File: src/rtl/sc_orresult_pkg.sv
// rtl/sc_orresult_pkg.sv - shared state encoding and default sizes for the OR-result FIFO
// Purpose: FSM state type and default width/depth constants used by the FIFO,
//          its interface and its storage.
// Ports:   none (package).
package sc_orresult_pkg;

  // Occupancy states; the encoding is fixed so that external tools decode it consistently.
  typedef enum logic [1:0] {
    EMPTY   = 2'b00,
    PARTIAL = 2'b01,
    FULL    = 2'b10
  } state_e;

  localparam int DEFAULT_DATAWIDTH = 8;
  localparam int DEFAULT_DEPTH     = 4;

endpackage

File: src/rtl/sc_orresult_fifo_if.sv
// rtl/sc_orresult_fifo_if.sv - push/pop/status bundle of the OR-result FIFO
// Purpose: groups the FIFO request inputs and status outputs.
// Ports:   slave modport (FIFO side) takes clear/data/push/pop and drives
//          data/count/empty/full/overflow/underflow (+ parity when
//          SC_ORRESULT_FIFO_PARITY_EN is defined); master modport is the mirror.
interface sc_orresult_fifo_if
  import sc_orresult_pkg::*;
#(
  parameter int NUMBER_DATAWIDTH = DEFAULT_DATAWIDTH,
  parameter int NUMBER_DEPTH     = DEFAULT_DEPTH
);
  localparam int CountWidth = $clog2(NUMBER_DEPTH) + 1;

  logic                        SC_ORRESULT_FIFO_clear_InHigh;
  logic [NUMBER_DATAWIDTH-1:0] SC_ORRESULT_FIFO_data_In;
  logic                        SC_ORRESULT_FIFO_push_InHigh;
  logic                        SC_ORRESULT_FIFO_pop_InHigh;
  logic [NUMBER_DATAWIDTH-1:0] SC_ORRESULT_FIFO_data_Out;
  logic [CountWidth-1:0]       SC_ORRESULT_FIFO_count_Out;
  logic                        SC_ORRESULT_FIFO_empty_Out;
  logic                        SC_ORRESULT_FIFO_full_Out;
  logic                        SC_ORRESULT_FIFO_overflow_Out;
  logic                        SC_ORRESULT_FIFO_underflow_Out;
`ifdef SC_ORRESULT_FIFO_PARITY_EN
  logic                        SC_ORRESULT_FIFO_parity_Out;
`endif

  modport slave (
    input  SC_ORRESULT_FIFO_clear_InHigh,
    input  SC_ORRESULT_FIFO_data_In,
    input  SC_ORRESULT_FIFO_push_InHigh,
    input  SC_ORRESULT_FIFO_pop_InHigh,
    output SC_ORRESULT_FIFO_data_Out,
    output SC_ORRESULT_FIFO_count_Out,
    output SC_ORRESULT_FIFO_empty_Out,
    output SC_ORRESULT_FIFO_full_Out,
    output SC_ORRESULT_FIFO_overflow_Out,
`ifdef SC_ORRESULT_FIFO_PARITY_EN
    output SC_ORRESULT_FIFO_parity_Out,
`endif
    output SC_ORRESULT_FIFO_underflow_Out
  );

  modport master (
    output SC_ORRESULT_FIFO_clear_InHigh,
    output SC_ORRESULT_FIFO_data_In,
    output SC_ORRESULT_FIFO_push_InHigh,
    output SC_ORRESULT_FIFO_pop_InHigh,
    input  SC_ORRESULT_FIFO_data_Out,
    input  SC_ORRESULT_FIFO_count_Out,
    input  SC_ORRESULT_FIFO_empty_Out,
    input  SC_ORRESULT_FIFO_full_Out,
    input  SC_ORRESULT_FIFO_overflow_Out,
`ifdef SC_ORRESULT_FIFO_PARITY_EN
    input  SC_ORRESULT_FIFO_parity_Out,
`endif
    input  SC_ORRESULT_FIFO_underflow_Out
  );

endinterface

File: src/rtl/sc_orresult_mem.sv
// rtl/sc_orresult_mem.sv - register-array storage for the OR-result FIFO
// Purpose: one synchronous write port, one asynchronous read port, no reset on data.
// Ports:   clk_i, we_i, waddr_i, wdata_i (write); raddr_i -> rdata_o (read).
module sc_orresult_mem #(
  parameter int WIDTH = 8,
  parameter int DEPTH = 4,
  parameter int AW    = $clog2(DEPTH)
) (
  input  logic             clk_i,
  input  logic             we_i,
  input  logic [AW-1:0]    waddr_i,
  input  logic [WIDTH-1:0] wdata_i,
  input  logic [AW-1:0]    raddr_i,
  output logic [WIDTH-1:0] rdata_o
);

  logic [WIDTH-1:0] mem_q [DEPTH];

  always_ff @(posedge clk_i) begin
    if (we_i) begin
      mem_q[waddr_i] <= wdata_i;
    end
  end

  assign rdata_o = mem_q[raddr_i];

endmodule

File: src/rtl/sc_orresult_fifo.sv
// rtl/sc_orresult_fifo.sv - first-word fall-through FIFO for OR-stage results
// Purpose: buffers OR results with EMPTY/PARTIAL/FULL FSM, sticky overflow and
//          underflow flags and a synchronous flush. Optional even-parity per
//          entry when SC_ORRESULT_FIFO_PARITY_EN is defined.
// Ports:   SC_ORRESULT_FIFO_CLOCK_50 (rising-edge clock),
//          SC_ORRESULT_FIFO_RESET_InHigh (async active-high reset),
//          fifo_if (slave modport: requests in, data/status out).
module sc_orresult_fifo
  import sc_orresult_pkg::*;
#(
  parameter int NUMBER_DATAWIDTH = DEFAULT_DATAWIDTH,
  parameter int NUMBER_DEPTH     = DEFAULT_DEPTH
) (
  input logic               SC_ORRESULT_FIFO_CLOCK_50,
  input logic               SC_ORRESULT_FIFO_RESET_InHigh,
  sc_orresult_fifo_if.slave fifo_if
);

  localparam int AW = $clog2(NUMBER_DEPTH);
  localparam int CW = AW + 1;
`ifdef SC_ORRESULT_FIFO_PARITY_EN
  localparam int EW = NUMBER_DATAWIDTH + 1;
`else
  localparam int EW = NUMBER_DATAWIDTH;
`endif
  localparam logic [CW-1:0] CountLast = CW'(NUMBER_DEPTH - 1);
  localparam logic [CW-1:0] CountOne  = CW'(1);

  state_e          state_q, state_d;
  logic [AW-1:0]   wr_ptr_q, rd_ptr_q;
  logic [CW-1:0]   count_q, count_d;
  logic            empty_q, full_q;
  logic            overflow_q, underflow_q;
  logic            push_ok, pop_ok, ovf_hit, udf_hit;
  logic [EW-1:0]   wr_data, rd_data;

  always_comb begin
    pop_ok  = fifo_if.SC_ORRESULT_FIFO_pop_InHigh && (state_q != EMPTY);
    // When full, a push is only accepted if a pop frees the head slot this cycle.
    push_ok = fifo_if.SC_ORRESULT_FIFO_push_InHigh && ((state_q != FULL) || pop_ok);
    ovf_hit = fifo_if.SC_ORRESULT_FIFO_push_InHigh && !push_ok;
    udf_hit = fifo_if.SC_ORRESULT_FIFO_pop_InHigh && (state_q == EMPTY);
    count_d = count_q + CW'(push_ok) - CW'(pop_ok);

    state_d = state_q;
    case (state_q)
      EMPTY:   if (push_ok) state_d = PARTIAL;
      PARTIAL: begin
        if (push_ok && !pop_ok && (count_q == CountLast)) state_d = FULL;
        else if (pop_ok && !push_ok && (count_q == CountOne)) state_d = EMPTY;
      end
      FULL:    if (pop_ok && !push_ok) state_d = PARTIAL;
      default: state_d = EMPTY;
    endcase
  end

  always_ff @(posedge SC_ORRESULT_FIFO_CLOCK_50 or posedge SC_ORRESULT_FIFO_RESET_InHigh) begin
    if (SC_ORRESULT_FIFO_RESET_InHigh) begin
      state_q     <= EMPTY;
      wr_ptr_q    <= '0;
      rd_ptr_q    <= '0;
      count_q     <= '0;
      empty_q     <= 1'b1;
      full_q      <= 1'b0;
      overflow_q  <= 1'b0;
      underflow_q <= 1'b0;
    end else if (fifo_if.SC_ORRESULT_FIFO_clear_InHigh) begin
      state_q     <= EMPTY;
      wr_ptr_q    <= '0;
      rd_ptr_q    <= '0;
      count_q     <= '0;
      empty_q     <= 1'b1;
      full_q      <= 1'b0;
      overflow_q  <= 1'b0;
      underflow_q <= 1'b0;
    end else begin
      state_q     <= state_d;
      count_q     <= count_d;
      // Flags are registered alongside the state so they never glitch.
      empty_q     <= (state_d == EMPTY);
      full_q      <= (state_d == FULL);
      if (push_ok) wr_ptr_q <= wr_ptr_q + AW'(1);
      if (pop_ok)  rd_ptr_q <= rd_ptr_q + AW'(1);
      overflow_q  <= overflow_q | ovf_hit;
      underflow_q <= underflow_q | udf_hit;
    end
  end

`ifdef SC_ORRESULT_FIFO_PARITY_EN
  assign wr_data = {^fifo_if.SC_ORRESULT_FIFO_data_In, fifo_if.SC_ORRESULT_FIFO_data_In};
  assign fifo_if.SC_ORRESULT_FIFO_parity_Out = empty_q ? 1'b0 : rd_data[NUMBER_DATAWIDTH];
`else
  assign wr_data = fifo_if.SC_ORRESULT_FIFO_data_In;
`endif

  sc_orresult_mem #(
    .WIDTH (EW),
    .DEPTH (NUMBER_DEPTH),
    .AW    (AW)
  ) u_mem (
    .clk_i   (SC_ORRESULT_FIFO_CLOCK_50),
    .we_i    (push_ok),
    .waddr_i (wr_ptr_q),
    .wdata_i (wr_data),
    .raddr_i (rd_ptr_q),
    .rdata_o (rd_data)
  );

  // Head entry is read combinationally; forced to zero so stale storage never leaks out.
  assign fifo_if.SC_ORRESULT_FIFO_data_Out      = empty_q ? '0 : rd_data[NUMBER_DATAWIDTH-1:0];
  assign fifo_if.SC_ORRESULT_FIFO_count_Out     = count_q;
  assign fifo_if.SC_ORRESULT_FIFO_empty_Out     = empty_q;
  assign fifo_if.SC_ORRESULT_FIFO_full_Out      = full_q;
  assign fifo_if.SC_ORRESULT_FIFO_overflow_Out  = overflow_q;
  assign fifo_if.SC_ORRESULT_FIFO_underflow_Out = underflow_q;

endmodule

File: src/flat_wrapper.sv
// flat-port wrapper written by rule: the top's interface ports become plain ports
module sc_orresult_fifo_flat import sc_orresult_pkg::*;
#(
  parameter int NUMBER_DATAWIDTH = DEFAULT_DATAWIDTH,
  parameter int NUMBER_DEPTH     = DEFAULT_DEPTH
)
  (SC_ORRESULT_FIFO_CLOCK_50, SC_ORRESULT_FIFO_RESET_InHigh, fifo_if_SC_ORRESULT_FIFO_clear_InHigh, fifo_if_SC_ORRESULT_FIFO_data_In, fifo_if_SC_ORRESULT_FIFO_push_InHigh, fifo_if_SC_ORRESULT_FIFO_pop_InHigh, fifo_if_SC_ORRESULT_FIFO_data_Out, fifo_if_SC_ORRESULT_FIFO_count_Out, fifo_if_SC_ORRESULT_FIFO_empty_Out, fifo_if_SC_ORRESULT_FIFO_full_Out, fifo_if_SC_ORRESULT_FIFO_overflow_Out, fifo_if_SC_ORRESULT_FIFO_underflow_Out);
  sc_orresult_fifo_if #(.NUMBER_DATAWIDTH(NUMBER_DATAWIDTH), .NUMBER_DEPTH(NUMBER_DEPTH)) fifo_if_i ();
  input logic SC_ORRESULT_FIFO_CLOCK_50;
  input logic SC_ORRESULT_FIFO_RESET_InHigh;
  input wire logic [$bits(fifo_if_i.SC_ORRESULT_FIFO_clear_InHigh)-1:0] fifo_if_SC_ORRESULT_FIFO_clear_InHigh;
  input wire logic [$bits(fifo_if_i.SC_ORRESULT_FIFO_data_In)-1:0] fifo_if_SC_ORRESULT_FIFO_data_In;
  input wire logic [$bits(fifo_if_i.SC_ORRESULT_FIFO_push_InHigh)-1:0] fifo_if_SC_ORRESULT_FIFO_push_InHigh;
  input wire logic [$bits(fifo_if_i.SC_ORRESULT_FIFO_pop_InHigh)-1:0] fifo_if_SC_ORRESULT_FIFO_pop_InHigh;
  output wire logic [$bits(fifo_if_i.SC_ORRESULT_FIFO_data_Out)-1:0] fifo_if_SC_ORRESULT_FIFO_data_Out;
  output wire logic [$bits(fifo_if_i.SC_ORRESULT_FIFO_count_Out)-1:0] fifo_if_SC_ORRESULT_FIFO_count_Out;
  output wire logic [$bits(fifo_if_i.SC_ORRESULT_FIFO_empty_Out)-1:0] fifo_if_SC_ORRESULT_FIFO_empty_Out;
  output wire logic [$bits(fifo_if_i.SC_ORRESULT_FIFO_full_Out)-1:0] fifo_if_SC_ORRESULT_FIFO_full_Out;
  output wire logic [$bits(fifo_if_i.SC_ORRESULT_FIFO_overflow_Out)-1:0] fifo_if_SC_ORRESULT_FIFO_overflow_Out;
  output wire logic [$bits(fifo_if_i.SC_ORRESULT_FIFO_underflow_Out)-1:0] fifo_if_SC_ORRESULT_FIFO_underflow_Out;
  assign fifo_if_i.SC_ORRESULT_FIFO_clear_InHigh = fifo_if_SC_ORRESULT_FIFO_clear_InHigh;
  assign fifo_if_i.SC_ORRESULT_FIFO_data_In = fifo_if_SC_ORRESULT_FIFO_data_In;
  assign fifo_if_i.SC_ORRESULT_FIFO_push_InHigh = fifo_if_SC_ORRESULT_FIFO_push_InHigh;
  assign fifo_if_i.SC_ORRESULT_FIFO_pop_InHigh = fifo_if_SC_ORRESULT_FIFO_pop_InHigh;
  assign fifo_if_SC_ORRESULT_FIFO_data_Out = fifo_if_i.SC_ORRESULT_FIFO_data_Out;
  assign fifo_if_SC_ORRESULT_FIFO_count_Out = fifo_if_i.SC_ORRESULT_FIFO_count_Out;
  assign fifo_if_SC_ORRESULT_FIFO_empty_Out = fifo_if_i.SC_ORRESULT_FIFO_empty_Out;
  assign fifo_if_SC_ORRESULT_FIFO_full_Out = fifo_if_i.SC_ORRESULT_FIFO_full_Out;
  assign fifo_if_SC_ORRESULT_FIFO_overflow_Out = fifo_if_i.SC_ORRESULT_FIFO_overflow_Out;
  assign fifo_if_SC_ORRESULT_FIFO_underflow_Out = fifo_if_i.SC_ORRESULT_FIFO_underflow_Out;
  sc_orresult_fifo #(.NUMBER_DATAWIDTH(NUMBER_DATAWIDTH), .NUMBER_DEPTH(NUMBER_DEPTH)) u_core (.SC_ORRESULT_FIFO_CLOCK_50(SC_ORRESULT_FIFO_CLOCK_50), .SC_ORRESULT_FIFO_RESET_InHigh(SC_ORRESULT_FIFO_RESET_InHigh), .fifo_if(fifo_if_i));
endmodule
File: config.mk
export PLATFORM = sky130hd
export DESIGN_NAME = sc_orresult_fifo_flat
export DESIGN_NICKNAME = d
export VERILOG_FILES = /design/src/rtl/sc_orresult_pkg.sv /design/src/rtl/sc_orresult_fifo_if.sv /design/src/rtl/sc_orresult_mem.sv /design/src/rtl/sc_orresult_fifo.sv /design/src/flat_wrapper.sv
export SDC_FILE = /design/constraint.sdc
export NUM_CORES = 1
export LEC_CHECK = 0
export CORE_ASPECT_RATIO = 0.8
export CORE_MARGIN = 1
export CORE_UTILIZATION = 45
export DETAILED_ROUTE_END_ITERATION = 12
export PLACE_DENSITY = 0.71
export REMOVE_ABC_BUFFERS = 1
export SLEW_MARGIN = 20
export SYNTH_ARGS = -nofsm -noshare
export SYNTH_HDL_FRONTEND = slang
export SYNTH_SLANG_ARGS = --single-unit
export TNS_END_PERCENT = 30
File: constraint.sdc
create_clock -name SC_ORRESULT_FIFO_CLOCK_50 -period 1.9 [get_ports SC_ORRESULT_FIFO_CLOCK_50]
set_input_delay 0.285 -clock SC_ORRESULT_FIFO_CLOCK_50 [delete_from_list [all_inputs] [get_ports SC_ORRESULT_FIFO_CLOCK_50]]
set_output_delay 0.285 -clock SC_ORRESULT_FIFO_CLOCK_50 [all_outputs]
set_load 0.02 [all_outputs]
Yosys cells after proc, flatten, opt, wreduce, memory -nomap -nowiden
Memory sizes are Yosys's and may differ from the RTL's.
Cells that the tools add are included.
{"block": "word_totals", "n_memories": 1, "register_bits": 13, "mem_bits_rw": 32, "input_bits": 13}
{"block": "classes", "eq_ne": 6, "bitwise": 2, "add_sub_neg": 4, "reduce_logical": 16, "muxes": 18}
{"name": "u_core.u_mem.mem_q", "depth": 4, "word_bits": 8, "read_ports": 1, "rd_clocked_by_memory_dff": 0, "write_ports": 1, "line": "sc_orresult_mem.sv:17", "text": "logic [WIDTH-1:0] mem_q [DEPTH];"}
{"operator": "$mux 2", "n": 9}
{"operator": "$logic_and 1x1->1", "n": 8}
{"operator": "$mux 8", "n": 1}
{"operator": "$mux 1", "n": 6}
{"operator": "$pmux 2 s3", "n": 1}
{"operator": "$reduce_bool 2->1", "n": 3}
{"operator": "$add 2x1->2 const B", "n": 2}
{"operator": "$eq 2x2->1 const B", "n": 2}
{"operator": "$logic_not 2->1", "n": 2}
{"operator": "$add 3x1->3", "n": 1}
{"operator": "$eq 3x1->1 const B", "n": 1}
{"operator": "$eq 3x2->1 const B", "n": 1}
{"operator": "$mux 3", "n": 1}
{"operator": "$sub 3x1->3", "n": 1}
{"operator": "$eq 2x1->1 const B", "n": 1}
{"operator": "$logic_not 1->1", "n": 2}
{"operator": "$ne 2x2->1 const B", "n": 1}
{"operator": "$or 1x1->1", "n": 2}
{"operator": "$logic_or 1x1->1", "n": 1}

Depth between registers and ports, before layout
Gate-level depths: netlist of run 1.
{"block": "depth", "ltp_word": 12, "depth_mapped": 9, "ltp_nobuf": 8}

Hierarchy
A second synthesis of run 1 with hierarchy kept.
{"block": "unflattened", "hier_cells": 118, "area_unflattened_um2": 1916.8}
{"mod": "sc_orresult_mem", "n_inst": 1, "area_per_inst_um2": 1188.6, "cells_each": 46, "seq_area_each_um2": 960.9}
{"mod": "sc_orresult_fifo", "n_inst": 1, "area_per_inst_um2": 728.2, "cells_each": 72, "seq_area_each_um2": 326.6}

Least setup slack after synthesis of run 1
Ideal clock, no wire load.
{"block": "synth_timing", "path_type": "register to register", "startpoint": "reg u_core.state_q[1]", "endpoint": "reg u_core.count_q[2], in the netlist u_core.fifo_if.SC_ORRESULT_FIFO_count_Out[2]", "n_path_buf": 1, "stages_incl_launch_ff": 10, "required_ns": 1.768, "setup_slack_ns": 0.035, "t_arrival_ns": 1.733, "setup_time_ns": 0.132, "path_cell_list": "dfrtp_1 -> buf_6 -> o21a_4 -> ha_1 -> inv_1 -> ha_1 -> inv_1 -> fa_1 -> xnor2_1 -> nor2_1"}
{"block": "synth_between", "elab_chain_cells": 7}
{"element": "from (decl)", "line": "sc_orresult_fifo.sv:29", "text": "state_e state_q, state_d;"}
{"element": "from (signal assigned)", "line": "sc_orresult_fifo.sv:77", "text": "state_q <= state_d;"}
{"element": "$reduce_bool 2->1", "line": "sc_orresult_fifo.sv:38", "text": "pop_ok = fifo_if.SC_ORRESULT_FIFO_pop_InHigh && (state_q != EMPTY);"}
{"element": "$logic_and 1x1->1", "line": "sc_orresult_fifo.sv:38"}
{"element": "$logic_or 1x1->1", "line": "sc_orresult_fifo.sv:40", "text": "push_ok = fifo_if.SC_ORRESULT_FIFO_push_InHigh && ((state_q != FULL) || pop_ok);"}
{"element": "$logic_and 1x1->1", "line": "sc_orresult_fifo.sv:40"}
{"element": "$add 3x1->3", "line": "sc_orresult_fifo.sv:43", "text": "count_d = count_q + CW'(push_ok) - CW'(pop_ok);"}
{"element": "$sub 3x1->3 (*)", "line": "sc_orresult_fifo.sv:43"}
{"element": "$mux 3 (*)", "line": "sc_orresult_fifo.sv:67", "text": "end else if (fifo_if.SC_ORRESULT_FIFO_clear_InHigh) begin"}
{"element": "to (signal assigned)", "line": "sc_orresult_fifo.sv:78", "text": "count_q <= count_d;"}
{"element": "to (decl)", "line": "sc_orresult_fifo.sv:31", "text": "logic [CW-1:0] count_q, count_d;"}
Every way passes the cells marked *; elsewhere a longest branch is shown, timed or not.
A chain may end at the register's enable or synchronous reset.

Final worst setup path of run 1
{"block": "layout_timing", "startpoint": "reg u_core.rd_ptr_q[0]", "endpoint": "out fifo_if_SC_ORRESULT_FIFO_data_Out[3]"}
{"block": "layout_between", "elab_chain_cells": 2}
{"element": "from (decl)", "line": "sc_orresult_fifo.sv:30", "text": "logic [AW-1:0] wr_ptr_q, rd_ptr_q;"}
{"element": "from (signal assigned)", "line": "sc_orresult_fifo.sv:83", "text": "if (pop_ok) rd_ptr_q <= rd_ptr_q + AW'(1);"}
{"element": "$mem_v2 4x8"}
{"element": "$mux 8", "line": "sc_orresult_fifo.sv:110", "text": "assign fifo_if.SC_ORRESULT_FIFO_data_Out = empty_q ? '0 : rd_data[NUMBER_DATAWIDTH-1:0];"}
{"element": "to (decl)", "line": "flat_wrapper.sv:15", "text": "output wire logic [$bits(fifo_if_i.SC_ORRESULT_FIFO_data_Out)-1:0] fifo_if_SC_ORRESULT_FIFO_data_Out;"}
No other way between the ends.

==> results of run 1 <==
-- cells by family after synthesis --
kind of cell	count (synthesis)	synth area share
AO/OA/AOI/OAI	13	0.0503
multiplexers	8	0.0917
adder cells (fa/ha/maj)	7	0.0484
AND/OR/NAND/NOR	35	0.103
XOR/XNOR	4	0.0178
buffers and inverters	14	0.0338
flip-flops	45	0.655
-- cells in the mapped netlist (2+ instances only) --
master     n  area share
nor3b_1    2      0.0076
ha_1       6       0.038
and3_1     4       0.013
o21ai_0    3      0.0076
inv_1      8       0.015
nand3b_1   3       0.011
nor2b_1   10       0.032
nor2_1    10       0.019
mux4_2     8       0.092
xnor2_1    2      0.0089
nand3_1    2      0.0051
buf_2      2      0.0051
edfxtp_1  32        0.49
clkbuf_1   2      0.0038
a21oi_1    4       0.010
dfrtp_1   12        0.15
xor2_1     2      0.0089
-- state kept, by name, indices dropped and copies added (netlist names) --
register and cells:
u_core.fifo_if.SC_ORRESULT_FIFO_overflow_Out 1, u_core.u_mem.mem_q 32, u_core.fifo_if.SC_ORRESULT_FIFO_full_Out 1, u_core.fifo_if.SC_ORRESULT_FIFO_underflow_Out 1, u_core.wr_ptr_q 2, u_core.fifo_if.SC_ORRESULT_FIFO_empty_Out 1
u_core.rd_ptr_q 2, u_core.fifo_if.SC_ORRESULT_FIFO_count_Out 3, u_core.state_q 2
-- critical path: stages, from the launching register on --
cell     delay (ns)
dfrtp_1        0.41
buf_12         0.16
mux4_2         0.48
nor2b_1        0.14
buf_4          0.17
-- cells in the final DEF (no fill, tap or decap), drive strengths merged, types with 2 or more instances in the layout --
master / synthesis / layout
and3: 4 / 4
buf: 4 / 21
clkdlybuf4s50: 0 / 18
mux4: 8 / 8
o21ai: 3 / 3
ha: 6 / 6
nor2: 10 / 10
a21oi: 4 / 4
xnor2: 2 / 2
nor2b: 10 / 10
nand3: 2 / 2
edfxtp: 32 / 32
xor2: 2 / 2
nand3b: 3 / 3
inv: 8 / 8
dfrtp: 12 / 12
nor3b: 2 / 2
clkbuf: 2 / 7
-- worst min path at each step --
stage	endpoint	slack, ns	cells past startpoint
2_1_floorplan	u_core.fifo_if.SC_ORRESULT_FIFO_count_Out[0]$_DFF_PP0_	0.16	1
3_3_place_gp	u_core.fifo_if.SC_ORRESULT_FIFO_overflow_Out$_DFF_PP0_	0.49	2
3_5_place_dp	u_core.fifo_if.SC_ORRESULT_FIFO_overflow_Out$_DFF_PP0_	0.50	2
4_1_cts	u_core.state_q[1]$_DFF_PP0_	0.33	2
5_1_grt	u_core.state_q[1]$_DFF_PP0_	0.35	2
6_report	u_core.state_q[0]$_DFF_PP0_	0.31	2
-- timing repair --
action	4_1_cts	5_1_grt
endpoints found under the setup margin	8	9
cloned	0	0
pin swaps	0	1
resized for setup	37	17
-- cell type report --
class                           instances  area, um2
Fill cell                             329       1650
Inverter                                8       30.0
Tap cell                               57       71.3
Timing Repair Buffer                   40        373
Clock buffer                            7       86.3
Sequential cell                        45       1290
Clock inverter                          1       30.0
Multi-Input combinational cell         67        651
-- per-layer routing --
metal,routed length [um],part of all wire
met5,0,0
met4,77,0.021
met3,120,0.032
met2,1770,0.48
met1,1750,0.47
-- report_power, final --
| group | switching (mW) | internal (mW) | total (mW) |
|---|---|---|---|
| logic | 0.215 | 0.248 | 0.463 |
| clock network | 0.314 | 0.429 | 0.742 |
| registers | 0.0641 | 1.12 | 1.18 |
==> results.cfg, run 1 <==
[run_status]
status = finished with violations
violations = setup timing

[pwr]
leakage_nw = 0.974
ir_drop_mv = 0.430
power_density_mw_per_mm2 = 945
fin_total_pwr_mw = 2.39

[die]
core_area_mm2 = 0.00418
die_area_mm2 = 0.00464
pin_count = 28
fp.dieW_um = 75.9
die_y_um = 61.1
rows = 21
initial_core_util = 0.470

[detailed_routing]
drt-initial-drc-count = 107
first_pass_iters = 4
drt-total-wl_um = 3720
wl_per_cell_um = 16.5
vias = 1154
viasPerCell = 5.13
drc = 0
postRouteAntennaNets = 0

[clock_tree]
cts_setup_buffers = 0
clk_latency_ns = 0.30
cts_tree = built
cts_made_buffers = 5
holdBufCountCts = 0
h-tree-depth = 2
cts_root_buf = clkbuf_8
cts.sink_count = 45
clkTransAtPathRegs_ns = 0.08
cts_buffer_depth = 2

[place]
place_area_mm2 = 0.00238
detailed_place_hpwl_um = 2600
port_buffers = 27
placed_cells = 217
dp_slack_ns = -0.189
place.gp.congestion = 0.790

[synth]
syn_inst = 126
synth-main-ff-cell = edfxtp_1
synthArstFlopShare = 0.289
yosys_warnings = 0
synth_edf_count = 32
seq_area_frac_synth = 0.655
syn_area_mm2 = 0.00196
syn_avg_cell_area_um2 = 15.6
synth_seq_cells = 45
yosysUniqueCellTypes = 31

[critical_path]
rr_endpoint = u_core.fifo_if.SC_ORRESULT_FIFO_count_Out[1]$_DFF_PP0_
r2r_setup_slack_ns = 0.10
crit_type = flop to output port
cp_data_required_time_ns = 1.62
r2r_cells = 7
cp_max_fo = 8
worstSetupEndpoint = fifo_if_SC_ORRESULT_FIFO_data_Out[3]
endpoint_kind = output port
worstPathArrival_ns = 1.66
reg2reg_from = u_core.state_q[1]$_DFF_PP0_
startpoint = u_core.rd_ptr_q[0]$_DFFE_PP0P_
cp-start-kind = flop

[grt]
grt_pass1_wl_um = 5840
track_usage = 0.189
antenna_found_initial = 0
busiest_layer = met2
groute.layer.met2.usage = 0.296
met3_usage = 0.0442
grt_util_met1 = 0.248
grt_max_degree = 14
grt-ovfl-total = 0
grt_pass1_vias = 1155

[timing]
final.period_utilization = 1.03
skew_ns = 0.00728
finalHoldViolCount = 0
min_period_ns = 1.95
tns_ns = -0.296
setup_violations = 8
max_freq_mhz = 513
relSlewSlack = 0.654
grt_setup_unrepaired = true
hold_slack_ns = 0.310
setup_ws_ns = -0.0477
tightestPinTransition_ns = 0.519
timing_max_transition_violations_final = 0

[finish]
layout.cells.non_filler = 225
layout.nets = 187
final_area_mm2 = 0.00253
final_util = 0.605
n_antenna_cell = 0
drive_gt1_frac = 0.262
syn_to_final_growth_pct = 28.7

[job]
cap_viol_max_count = 0

[hold_path]
hold_path.class = primary input to asynchronous set/reset pin
Note: power is estimated with default switching activity, not from simulation.
==> inputs of run 2 (changes only) <==
--- a/config.mk
+++ b/config.mk
@@ -8,7 +8,9 @@
 export CORE_ASPECT_RATIO = 0.8
 export CORE_MARGIN = 1
 export CORE_UTILIZATION = 45
+export CTS_CLUSTER_DIAMETER = 200
 export DETAILED_ROUTE_END_ITERATION = 12
+export GPL_TIMING_DRIVEN = 0
 export PLACE_DENSITY = 0.71
 export REMOVE_ABC_BUFFERS = 1
 export SLEW_MARGIN = 20
==> results.cfg, run 2 (synthesis results as in run 1) <==
[place]
placed_cells = 204
port_buffers = 27
place_area_mm2 = 0.00227
dp_slack_ns = -0.415
place.gp.congestion = 0.859
detailed_place_hpwl_um = 2350

[timing]
setup_ws_ns = -0.0487
grt_setup_unrepaired = true
tightestPinTransition_ns = 0.510
relSlewSlack = 0.659
timing_max_transition_violations_final = 0
final.period_utilization = 1.03
setup_violations = 8
max_freq_mhz = 513
min_period_ns = 1.95
finalHoldViolCount = 0
tns_ns = -0.289
hold_slack_ns = 0.317
skew_ns = 0.0108

[pwr]
fin_total_pwr_mw = 2.46
p_switching_mw = 0.649
pwr-share-clk = 0.295
ir_drop_mv = 0.333
p_sw_frac = 0.264
power_density_mw_per_mm2 = 949
pwr-share-seq = 0.487
p_int_mw = 1.81
leakage_nw = 0.984
combPwrFrac = 0.218

[finish]
final_common_cell = edfxtp_1
layout.nets = 184
multi_input_area_um2 = 717
final_area_mm2 = 0.00259
drive_gt1_frac = 0.327
final_cell_mix = 32 x edfxtp_1, 16 x clkdlybuf4s50_1, 10 x nor2_1, 10 x buf_6, 9 x dfrtp_1
largest_reg_flops = 32
regMostFlops = u_core.u_mem.mem_q
layout.cells.non_filler = 222
fill_cells = 295
n_antenna_cell = 0
syn_to_final_growth_pct = 32.0
final_util = 0.621
ff_latch_area_mm2 = 0.00129

[critical_path]
endpoint_kind = output port
crit_type = flop to output port
cp_data_required_time_ns = 1.62
slowest_stage = mux4_2
crit_top_cell = buf_6
cpPeakStageDelay_ns = 0.51
path_cells = buf_6 -> mux4_2 -> nor2b_4 -> buf_6
worstPathArrival_ns = 1.66
cp_max_fo = 4
cp-start-kind = flop

[clock_tree]
cts.sink_count = 45
cts_root_buf = clkbuf_8
cts_tree = built
clkTransAtPathRegs_ns = 0.09
cts_buffer_depth = 2
h-tree-depth = 2
cts_made_buffers = 5
clk_latency_ns = 0.30

[detailed_routing]
vias = 1165
drt-initial-drc-count = 52
viasPerCell = 5.25
first_pass_iters = 4
drt-total-wl_um = 3720
wl_per_cell_um = 16.7
postRouteAntennaNets = 0
drc = 0

[grt]
antenna_found_initial = 0
grt_max_degree = 16
grt-ovfl-total = 0
track_usage = 0.179
grt_pass1_vias = 1188
grt_pass1_wl_um = 5590

[die]
initial_core_util = 0.470
die_area_mm2 = 0.00464
die_y_um = 61.1
core_area_mm2 = 0.00418
rows = 21
fp.dieW_um = 75.9
pin_count = 28

[job]
cap_viol_max_count = 0

[run_status]
status = finished with violations
violations = setup timing

[hold_path]
hold_path.class = primary input to asynchronous set/reset pin
-- run 2: cell count changes in the layout (fill, tap and decap cells not counted), moves of 2 or more --
cell,change
ha_4,+2
buf_2,-2
ha_1,-2
buf_6,+5
nor2b_1,-3
dfrtp_2,+2
dfrtp_1,-3
clkdlybuf4s50_1,-2
buf_4,-5
inv_1,-2
nor2b_4,+3
-- run 2: worst paths after layout --
path                                                                                      from                                                endpoint  slack (ns)  cells after the start
setup reg to reg                                                   u_core.state_q[0]$_DFF_PP0_  u_core.fifo_if.SC_ORRESULT_FIFO_count_Out[2]$_DFF_PP0_        0.06                      8
setup / recovery                                                u_core.rd_ptr_q[0]$_DFFE_PP0P_                    fifo_if_SC_ORRESULT_FIFO_data_Out[0]       -0.05                      4
min in group SC_ORRESULT_FIFO_CLOCK_50                    fifo_if_SC_ORRESULT_FIFO_push_InHigh                          u_core.wr_ptr_q[1]$_DFFE_PP0P_        0.43                      3
max in group asynchronous                                        SC_ORRESULT_FIFO_RESET_InHigh                          u_core.rd_ptr_q[0]$_DFFE_PP0P_        1.20                      2
hold / removal                                                   SC_ORRESULT_FIFO_RESET_InHigh                          u_core.rd_ptr_q[0]$_DFFE_PP0P_        0.32                      2
hold reg to reg                         u_core.fifo_if.SC_ORRESULT_FIFO_overflow_Out$_DFF_PP0_  u_core.fifo_if.SC_ORRESULT_FIFO_overflow_Out$_DFF_PP0_        0.52                      2
-- run 2: metal layers --
layer,GRT usage,wire length (um)
met1,0.232,1560
met2,0.278,1940
met3,0.0540,157
met4,0.0899,60
met5,0,0
-- run 2: final cells by class --
class	count	area share
clock buffers	5	0.0265
repair buffers	37	0.140
inverters	8	0.0125
clock inverters	3	0.0179
flip-flops and latches	45	0.499
multi-input cells	67	0.277
well taps	57	0.0275
-- run 2: timing repair --
| action | in CTS | in global routing |
|---|---|---|
| hold buffers | 0 | 0 |
| pin swaps | 1 | 3 |
| setup endpoints to repair | 11 | 10 |
| resized for setup | 42 | 41 |
| setup buffers | 7 | 3 |
-- run 2: power groups by stage --
stage	Clock, mW	Combinational [mW]	Sequential (mW)
2_1_floorplan	0	0.203	1.23
3_3_place_gp	0	0.385	1.21
3_5_place_dp	0	0.403	1.21
4_1_cts	0.741	0.428	1.18
5_1_grt	0.779	0.585	1.21
6_report	0.727	0.537	1.20
-- run 2: critical path, delay by kind of cell (launching register included) --
| kind | cells | cell delay, ns |
|---|---|---|
| simple gates | 1 | 0.14 |
| flops | 1 | 0.44 |
| mux | 1 | 0.51 |
| buf+inv | 2 | 0.27 |
==> inputs of run 3 (changes only) <==
--- a/config.mk
+++ b/config.mk
@@ -8,10 +8,11 @@
 export CORE_ASPECT_RATIO = 0.8
 export CORE_MARGIN = 1
 export CORE_UTILIZATION = 45
+export CTS_BUF_LIST = sky130_fd_sc_hd__clkbuf_2 sky130_fd_sc_hd__clkbuf_4 sky130_fd_sc_hd__clkbuf_8
 export CTS_CLUSTER_DIAMETER = 200
 export DETAILED_ROUTE_END_ITERATION = 12
 export GPL_TIMING_DRIVEN = 0
-export PLACE_DENSITY = 0.71
+export PLACE_DENSITY = 0.68
 export REMOVE_ABC_BUFFERS = 1
 export SLEW_MARGIN = 20
 export SYNTH_ARGS = -nofsm -noshare
==> constraint.sdc (replaced) <==
create_clock -name SC_ORRESULT_FIFO_CLOCK_50 -period 2.5 [get_ports SC_ORRESULT_FIFO_CLOCK_50]
set_input_delay 0.375 -clock SC_ORRESULT_FIFO_CLOCK_50 [delete_from_list [all_inputs] [get_ports SC_ORRESULT_FIFO_CLOCK_50]]
set_output_delay 0.375 -clock SC_ORRESULT_FIFO_CLOCK_50 [all_outputs]
set_load 0.02 [all_outputs]
==> results.cfg, run 3 (synthesis results as in run 1) <==
[critical_path]
cp_data_required_time_ns = 2.12
cpPeakStageDelay_ns = 0.55
worstPathArrival_ns = 2.03
cp_max_fo = 9
crit_type = flop to output port
path_cells = mux4_2 -> nor2b_1 -> clkdlybuf4s50_1
cp-start-kind = flop
endpoint_kind = output port
slowest_stage = dfrtp_4

[timing]
relSlewSlack = 0.648
skew_ns = 0.00864
tightestPinTransition_ns = 0.526
grt_setup_unrepaired = false
min_period_ns = 2.40
setup_violations = 0
hold_slack_ns = 0.406
timing_max_transition_violations_final = 0
max_freq_mhz = 416
final.period_utilization = 0.961
setup_ws_ns = 0.0973
tns_ns = 0
finalHoldViolCount = 0

[clock_tree]
holdBufCountCts = 0
cts_made_buffers = 5
cts_root_buf = clkbuf_8
cts_tree = built
cts.sink_count = 45
cts_buffer_depth = 2
h-tree-depth = 2
clk_latency_ns = 0.29
clkTransAtPathRegs_ns = 0.09

[finish]
drive_gt1_frac = 0.128
n_antenna_cell = 0
largest_reg_flops = 32
syn_to_final_growth_pct = 21.0
final_common_cell = edfxtp_1
regMostFlops = u_core.u_mem.mem_q
fill_cells = 332
final_cell_mix = 32 x edfxtp_1, 25 x clkdlybuf4s50_1, 11 x dfrtp_1, 10 x nor2b_1, 10 x nor2_1
layout.nets = 175

[pwr]
combPwrFrac = 0.183
leakage_nw = 0.889
power_density_mw_per_mm2 = 691
ir_drop_mv = 0.292
pwr-share-clk = 0.267
p_int_mw = 1.21
fin_total_pwr_mw = 1.64
p_switching_mw = 0.431
pwr-share-seq = 0.550
p_sw_frac = 0.262

[grt]
grt_max_degree = 16
grt_pass1_wl_um = 5200
grt-ovfl-total = 0
antenna_found_initial = 0
grt_pass1_vias = 1073
track_usage = 0.163

[hold_path]
hold_path.class = primary input to asynchronous set/reset pin

[die]
die_area_mm2 = 0.00464
core_area_mm2 = 0.00418
initial_core_util = 0.470
die_y_um = 61.1
fp.dieW_um = 75.9
rows = 21
pin_count = 28

[detailed_routing]
drt-initial-drc-count = 55
drt-total-wl_um = 3260
wl_per_cell_um = 15.3
viasPerCell = 5.06
first_pass_iters = 4
postRouteAntennaNets = 0
drc = 0
vias = 1077

[job]
cap_viol_max_count = 0

[place]
port_buffers = 27
dp_slack_ns = 0.0881
place.gp.congestion = 0.787
detailed_place_hpwl_um = 2260

[run_status]
status = finished, final reports clean
run 3: cell count changes in the layout (fill, tap and decap cells not counted), moves of 7 or more:
cell | before | now
clkdlybuf4s50_1 | 16 | 25
buf_4 | 8 | 1
buf_6 | 10 | 0
nor2b_4 | 8 | 0
nor2b_1 | 2 | 10
run 3: worst paths after layout:
kind / cells past startpoint / to / slack (ns) / start
min in group SC_ORRESULT_FIFO_CLOCK_50: 2 / u_core.fifo_if.SC_ORRESULT_FIFO_overflow_Out$_DFF_PP0_ / 0.52 / u_core.fifo_if.SC_ORRESULT_FIFO_overflow_Out$_DFF_PP0_
setup reg to reg: 8 / u_core.fifo_if.SC_ORRESULT_FIFO_count_Out[2]$_DFF_PP0_ / 0.53 / u_core.state_q[1]$_DFF_PP0_
setup / recovery: 3 / fifo_if_SC_ORRESULT_FIFO_data_Out[6] / 0.1 / u_core.rd_ptr_q[0]$_DFFE_PP0P_
hold reg to reg: 2 / u_core.fifo_if.SC_ORRESULT_FIFO_overflow_Out$_DFF_PP0_ / 0.52 / u_core.fifo_if.SC_ORRESULT_FIFO_overflow_Out$_DFF_PP0_
max in group asynchronous: 2 / u_core.rd_ptr_q[0]$_DFFE_PP0P_ / 1.71 / SC_ORRESULT_FIFO_RESET_InHigh
hold / removal: 2 / u_core.fifo_if.SC_ORRESULT_FIFO_count_Out[1]$_DFF_PP0_ / 0.41 / SC_ORRESULT_FIFO_RESET_InHigh
run 3: metal layers:
metal / vias to the layer above / track usage / wire [um]
li1: 520 / - / -
met1: 535 / 0.229 / 1510
met2: 17 / 0.241 / 1600
met3: 5 / 0.0409 / 111
met4: 0 / 0.0767 / 35
met5: - / 0 / 0
run 3: final cells by class:
type / instances / area (um2) / share of cell area
Tap cell: 57 / 71.3 / 0.0300
Clock inverter: 3 / 22.5 / 0.00947
Inverter: 8 / 30.0 / 0.0126
Multi-Input combinational cell: 67 / 611 / 0.257
Timing Repair Buffer: 28 / 283 / 0.119
Clock buffer: 5 / 68.8 / 0.0289
Sequential cell: 45 / 1290 / 0.543
run 3: timing repair:
item / CTS / global route
buffers inserted: 0 / 1
resized for setup: 2 / 2
setup endpoints to repair: 8 / 5
endpoints found under the hold margin: 0 / 0
run 3: through the flow:
stage	util	instance area (um2)	cells
after floorplan	-	1930	120
after detailed placement	0.543	2270	204
after CTS	0.566	2360	212
final	0.569	2380	213
after global placement	0.543	2270	204
after global routing	0.569	2380	213
run 3: power groups by stage:
stage	registers [mW]	logic [mW]	clock network [mW]
2_1_floorplan	0.932	0.154	0
3_3_place_gp	0.918	0.293	0
3_5_place_dp	0.922	0.301	0
4_1_cts	0.906	0.302	0.452
5_1_grt	0.912	0.332	0.487
6_report	0.904	0.300	0.439
run 3: worst max-delay path: cells and delay by family, from the launching register on:
kind,cells,cell delay (ns)
and+or+nand+nor,1,0.14
buffers and inverters,1,0.53
muxes,1,0.51
DFF,1,0.55
